$ cat config.mk
export PLATFORM = sky130hd
export DESIGN_NAME = wb_mprj_chan_bridge
export DESIGN_NICKNAME = d
export VERILOG_FILES = /design/src/rtl/wb_mprj_chan_bridge.sv
export SDC_FILE = /design/constraint.sdc
export NUM_CORES = 1
export LEC_CHECK = 0
export BUFFER_PORTS_ARGS = -buffer_cell sky130_fd_sc_hd__buf_2
export CAP_MARGIN = 15
export CORE_AREA = 2 2 115 117
export DETAILED_ROUTE_END_ITERATION = 10
export DIE_AREA = 0 0 117 119
export PLACE_DENSITY = 0.86
export SYNTH_ARGS = -nofsm -noshare
export SYNTH_HDL_FRONTEND = slang
export SYNTH_SLANG_ARGS = --single-unit
$ cat constraint.sdc
create_clock -name wb_clk_i -period 3.35 [get_ports wb_clk_i]
set_clock_uncertainty 0.2 [all_clocks]
set_input_delay 0.1675 -clock wb_clk_i [delete_from_list [all_inputs] [get_ports wb_clk_i]]
set_output_delay 0.1675 -clock wb_clk_i [all_outputs]
set_load 0.02 [all_outputs]
$ cat src/rtl/wb_mprj_chan_bridge.sv
// wb_mprj_chan_bridge
//   Wishbone slave for the user project area. Splits a 2^(WIN_BITS+CHW) byte
//   region at ADDR_BASE into NCH channel windows, one CSR window and the
//   unmapped remainder. Channel accesses run a registered req/ack handshake
//   with a per-access timeout. The CSR window holds the sticky timeout flags
//   and the interrupt enables.
//
// Ports
//   wb_clk_i, wb_rst_ni           clock, synchronous active-low reset
//   wbs_cyc/stb/we/sel/adr/dat_i  Wishbone request
//   wbs_ack_o, wbs_dat_o          one-cycle ack, read data (0 when no ack)
//   ch_req_o                      one-hot channel request
//   ch_we/sel/adr/wdat_o          latched access attributes
//   ch_ack_i, ch_rdat_i           per-channel ack and read data (32 bits each)
//   irq_o                         registered |(to_flag & irq_en)
//
// state  | meaning
// -------+-----------------------------------------------------------
// S_IDLE | waiting for cyc & stb inside the region
// S_REQ  | channel request outstanding, timeout counter running
// S_RESP | wbs_ack_o high for this single cycle

module wb_mprj_chan_bridge #(
  parameter int unsigned NCH       = 4,
  parameter logic [31:0] ADDR_BASE = 32'h3000_0000,
  parameter int unsigned WIN_BITS  = 16,
  parameter int unsigned TIMEOUT   = 255
) (
  input  logic                wb_clk_i,
  input  logic                wb_rst_ni,
  input  logic                wbs_cyc_i,
  input  logic                wbs_stb_i,
  input  logic                wbs_we_i,
  input  logic [3:0]          wbs_sel_i,
  input  logic [31:0]         wbs_adr_i,
  input  logic [31:0]         wbs_dat_i,
  output logic                wbs_ack_o,
  output logic [31:0]         wbs_dat_o,
  output logic [NCH-1:0]      ch_req_o,
  output logic                ch_we_o,
  output logic [3:0]          ch_sel_o,
  output logic [WIN_BITS-1:0] ch_adr_o,
  output logic [31:0]         ch_wdat_o,
  input  logic [NCH-1:0]      ch_ack_i,
  input  logic [NCH*32-1:0]   ch_rdat_i,
  output logic                irq_o
);

  localparam int unsigned CHW      = $clog2(NCH + 1);
  localparam int unsigned RGN_BITS = WIN_BITS + CHW;
  localparam int unsigned CNTW     = $clog2(TIMEOUT + 1);
  localparam logic [CNTW-1:0] CNT_LAST = CNTW'(TIMEOUT - 1);
  localparam logic [CHW-1:0]  IDX_CSR  = CHW'(NCH);
  localparam logic [31:0]     ERR_DATA = 32'hDEAD_BEEF;

  typedef enum logic [1:0] {S_IDLE, S_REQ, S_RESP} state_t;

  state_t              state_q, state_d;
  logic [CNTW-1:0]     cnt_q, cnt_d;
  logic [CHW-1:0]      idx_q, idx_d;
  logic                we_q, we_d;
  logic [3:0]          sel_q, sel_d;
  logic [WIN_BITS-1:0] adr_q, adr_d;
  logic [31:0]         wdat_q, wdat_d;
  logic [31:0]         rdata_q, rdata_d;
  logic [NCH-1:0]      to_flag_q, to_flag_d;
  logic [NCH-1:0]      irq_en_q, irq_en_d;
  logic                irq_q;

  logic           hit, is_ch, is_csr, accept;
  logic [CHW-1:0] idx;
  logic [NCH-1:0] sel_onehot;
  logic           ack_sel;
  logic [31:0]    rdat_sel;
  logic [31:0]    csr_rdata;

  assign hit    = (wbs_adr_i[31:RGN_BITS] == ADDR_BASE[31:RGN_BITS]);
  assign idx    = wbs_adr_i[WIN_BITS +: CHW];
  assign is_ch  = (idx < IDX_CSR);
  assign is_csr = (idx == IDX_CSR);
  assign accept = (state_q == S_IDLE) && wbs_cyc_i && wbs_stb_i && hit;

  // Compare-based select rather than indexing by idx_q, so only the latched
  // channel's ack/data is ever observed regardless of NCH.
  always_comb begin
    sel_onehot = '0;
    ack_sel    = 1'b0;
    rdat_sel   = '0;
    for (int k = 0; k < NCH; k++) begin
      if (idx_q == CHW'(k)) begin
        sel_onehot[k] = 1'b1;
        ack_sel       = ch_ack_i[k];
        rdat_sel      = ch_rdat_i[32*k +: 32];
      end
    end
  end

  always_comb begin
    csr_rdata = '0;
    case (wbs_adr_i[3:2])
      2'd0:    csr_rdata[NCH-1:0] = to_flag_q;
      2'd1:    csr_rdata[NCH-1:0] = irq_en_q;
      default: ;
    endcase
  end

  always_comb begin
    state_d   = state_q;
    cnt_d     = cnt_q;
    idx_d     = idx_q;
    we_d      = we_q;
    sel_d     = sel_q;
    adr_d     = adr_q;
    wdat_d    = wdat_q;
    rdata_d   = rdata_q;
    to_flag_d = to_flag_q;
    irq_en_d  = irq_en_q;

    case (state_q)
      S_IDLE: begin
        if (accept) begin
          idx_d  = idx;
          we_d   = wbs_we_i;
          sel_d  = wbs_sel_i;
          adr_d  = wbs_adr_i[WIN_BITS-1:0];
          wdat_d = wbs_dat_i;
          if (is_ch) begin
            state_d = S_REQ;
            cnt_d   = '0;
          end else begin
            state_d = S_RESP;
            if (is_csr) begin
              rdata_d = wbs_we_i ? 32'h0 : csr_rdata;
              if (wbs_we_i && wbs_sel_i[0]) begin
                case (wbs_adr_i[3:2])
                  2'd0:    to_flag_d = to_flag_q & ~wbs_dat_i[NCH-1:0];
                  2'd1:    irq_en_d  = wbs_dat_i[NCH-1:0];
                  default: ;
                endcase
              end
            end else begin
              rdata_d = wbs_we_i ? 32'h0 : ERR_DATA;
            end
          end
        end
      end
      S_REQ: begin
        // Master abandoning the cycle takes priority over everything else.
        if (!wbs_cyc_i) begin
          state_d = S_IDLE;
        end else if (ack_sel) begin
          state_d = S_RESP;
          rdata_d = rdat_sel;
        end else if (cnt_q == CNT_LAST) begin
          state_d   = S_RESP;
          rdata_d   = ERR_DATA;
          to_flag_d = to_flag_q | sel_onehot;
        end else begin
          cnt_d = cnt_q + 1'b1;
        end
      end
      S_RESP:  state_d = S_IDLE;
      default: state_d = S_IDLE;
    endcase
  end

  always_ff @(posedge wb_clk_i) begin
    if (!wb_rst_ni) begin
      state_q   <= S_IDLE;
      cnt_q     <= '0;
      idx_q     <= '0;
      we_q      <= 1'b0;
      sel_q     <= '0;
      adr_q     <= '0;
      wdat_q    <= '0;
      rdata_q   <= '0;
      to_flag_q <= '0;
      irq_en_q  <= '0;
      irq_q     <= 1'b0;
    end else begin
      state_q   <= state_d;
      cnt_q     <= cnt_d;
      idx_q     <= idx_d;
      we_q      <= we_d;
      sel_q     <= sel_d;
      adr_q     <= adr_d;
      wdat_q    <= wdat_d;
      rdata_q   <= rdata_d;
      to_flag_q <= to_flag_d;
      irq_en_q  <= irq_en_d;
      irq_q     <= |(to_flag_q & irq_en_q);
    end
  end

  assign wbs_ack_o = (state_q == S_RESP);
  assign wbs_dat_o = wbs_ack_o ? rdata_q : 32'h0;
  assign ch_req_o  = (state_q == S_REQ) ? sel_onehot : '0;
  assign ch_we_o   = we_q;
  assign ch_sel_o  = sel_q;
  assign ch_adr_o  = adr_q;
  assign ch_wdat_o = wdat_q;
  assign irq_o     = irq_q;

endmodule

==> results by group <==
STA
  • Final hold vios: 0
  • Worst-margin pin slew: roughly 1.1 ns
  • Tmin final: 2.804 ns
  • Period Utilization, post-route: a little over four fifths
  • Relative slew slack: around 26%
  • Final TNS setup: 0 ns
  • Setup violators final: 0
  • Fin. max-slew vios: 0
  • RSZ-0062 raised after global routing: no
  • Achievable Freq: roughly 360 MHz
  • Hold Worst Slack: around 0.030 ns

Pwr
  • Seq pwr share: between 40% and 50%
  • Net switching power: ~0.62 mW
  • Internal: 2.130 mW
  • Clk network pwr share: 43.3%
  • Switching part of the total: roughly 23%
  • Final Power: ~2.8 mW
  • VDD IR max: around 0.29 mV
  • Gate power share: between 10% and 20%
  • Leakage: approximately 3.6 nW
  • Power density over cell area: between 300 and 400 mW/mm2

CTS
  • Clock Latency Late Sink: 0.35 ns
  • Clk buf depth: 2
  • Cts repair resizes: 0
  • CTS root buf: clkbuf_16
  • H-tree levels: 3
  • CTS clk-pin slew, worst paths: 0.08 ns
  • Clock tree from TritonCTS: built
  • Num CTS Buffers: 9
  • TritonCTS Sinks: between 100 and 150

Synth
  • Avg Cell Area, Syn: ~9.0 um2
  • Simple logic cell fraction of the synthesized area: just over 20%
  • Synth area leaders: dfxtp_1 (36%), mux4_2 (12%), mux2i_1 (6.5%)
  • Compound-Gate Fraction of Synth Area: a little under a fifth
  • Share of synthesized registers carrying an async set or reset: 0%
  • Xor-xnor portion of the synthesized cell area: 0%
  • Seq/Total Area, Yosys: 36.44%
  • Number of synthesized flops with an enable pin: 0
  • Dominant cell type by area after synthesis: dfxtp_1
  • Yosys top cell area share: between 30% and 40%
  • FF+latch count, synth: roughly 110
  • Cells after Synth: ~660
  • Synth warn: 0
  • Ys flop type: dfxtp_1
  • Top cells by count, synth: dfxtp_1 (107), nand3_1 (73), a21oi_1 (64), o21ai_0 (63), clkbuf_1 (55)
  • Syn_nets: 863
  • Mux contribution to synthesized area: a little under a fifth
  • Count leader, synth: dfxtp_1
  • Post-Synth Adder-Cell Area: 0.4257%
  • Synth Cell Area: 0.005878 mm2
  • Post-synth cell types: 48
  • Largest family of logic cells by synthesized area: simple AND/OR/NAND/NOR gates

Floorplan
  • Initial Util: between 40 and 50%
  • Die ar.: around 0.014 mm2
  • Row Count: 42
  • Die X: around 120 um
  • IO Pins: 296
  • Core Area: 0.01287 mm2
  • Die height: 119 um

Finish
  • Final Non-Filler Cells: 1143
  • Fin util: 64.32%
  • Share of layout cells above drive strength 1: roughly 39%
  • Final net count: ~1200
  • P&R area growth vs syn: 40.89%

Placement
  • Placed cell count: ~1100
  • Final HPWL DP: between 10 and 15 mm
  • Port Buffers: 295
  • GPL Wtd Cong: roughly 0.86

Worst setup path
  • CP endpoint kind: flop
  • Crit Path Class: reg2reg
  • CP max FO: 40
  • Worst Path Buf+Inv: 1
  • Crit path launch: state_q[0]
  • Critical Path AT: approximately 2.8 ns
  • Critical path's top delay family: compound AO/OA/AOI/OAI gates
  • CP Cell Sequence: buf_4 > nand4bb_1 > o32a_1 > a311o_2 > mux2i_1
  • Startpoint types: flop
  • Worst r2r src: state_q[0]
  • Worst Path Required: approximately 3.3 ns
  • Slowest stage delay, CP: 0.77 ns
  • Slowest CP cell: a311o_2

Drt
  • Vias: ~6500
  • Final ANT Viol Nets: 0
  • Drt drc: 0
  • Average wire per standard cell: approximately 18 um
  • Final WL: ~21 mm
  • Via density: 5.678
  • First-pass DRT Iterations: 5
  • Initial DRC Count: about 490

Status
  • Outcome: complete, no violations

GRT
  • First-pass GRT wire length: roughly 31 mm
  • Total GRT Usage: roughly 29%
  • Initial antenna violation count: 1
  • Vias in the first global route: approximately 6400
  • Grt total ovfl: 0
  • Pin count of the biggest net entering global routing: 80

Hold path
  • Hold Crit Class: in2reg
  • Hold path startpoint: wbs_adr_i[2]

Run
  • # Max-Cap Violations: 0
[path summary, 6_finish.rpt]
path,end,slack (ns),cells past startpoint
worst max register to register,rdata_q[25],0.55,5
worst min-delay path,ch_adr_o[2],0.03,3
worst max-delay path,rdata_q[25],0.55,5
worst min register to register,rdata_q[20],0.26,2
[state kept, by name (all words and copies together) (netlist names)]
signal and count:
cnt_q 8, ch_sel_o 4, ch_adr_o 16, to_flag_q 4, ch_wdat_o 32, ch_we_o 1, state_q 2, irq_en_q 4
irq_o 1, idx_q 3, rdata_q 32
[area by class of cell]
type	instances	area [um2]
multi-input cells	474	3425
clock inverters	6	95.09
flip-flops and latches	107	2146
well taps	176	220.2
repair buffers	365	2140
clock buffers	10	239.0
diodes	1	2.502
fillers	1037	4593
inverters	4	15.01
[logic make-up after synthesis]
logic type	Yosys count
AOI/OAI and AO/OA	181
adders and majority gates	2
buffers and inverters	75
DFF	107
muxes	70
and+or+nand+nor	221
[worst register-to-register path, delay by kind of cell (launching register included)]
kind	cells	cell delay [ns]
compound gates	2	1.01
buf+inv	1	0.41
flops	1	0.50
mux	1	0.27
simple gates	1	0.25
[repair_timing]
item,CTS,global route
hold endpoints to repair,59,0
setup buffers,0,0
hold buffers,55,0
[per-layer routing]
metal	wire length, um	track usage [%]	vias to the layer above	part of all wire, %
met4	720	13.16	0	3.5
met2	10140	49.10	332	49
met5	0	0	-	0
met1	8221	34.24	3049	40
li1	-	-	3049	-
met3	1612	5.802	60	7.8
[through the flow]
step | setup slack, ns | cell area (um2)
floorplan | 1.226 | 5878
global placement | 0.6230 | 7395
detailed placement | 0.5786 | 7395
CTS | 0.5548 | 8279
global route | 0.3941 | 8282
finish | 0.5456 | 8282
[power by group through the flow]
stage               Sequential [mW]  Combinational (mW)  Clock, mW
floorplan                      1.30              0.0894          0
global placement               1.30               0.230          0
detailed placement             1.30               0.235          0
CTS                            1.27               0.285       1.21
global route                   1.27               0.313       1.27
finish                         1.27               0.292       1.19
[layout by cell type (no fill, tap or decap), types with 9 or more instances in the layout]
master         Yosys  layout
buf_2              7     295
dfxtp_1          107     104
nand3_1           73      73
a21oi_1           64      64
o21ai_0           63      63
dlygate4sd3_1      0      55
nand2_1           42      42
mux2i_1           38      38
and2_1            32      32
mux4_2            32      32
nor2b_1           27      26
o211ai_1          22      22
buf_4              0      15
clkbuf_16          0       9
Note: power is estimated with default switching activity, not from simulation.
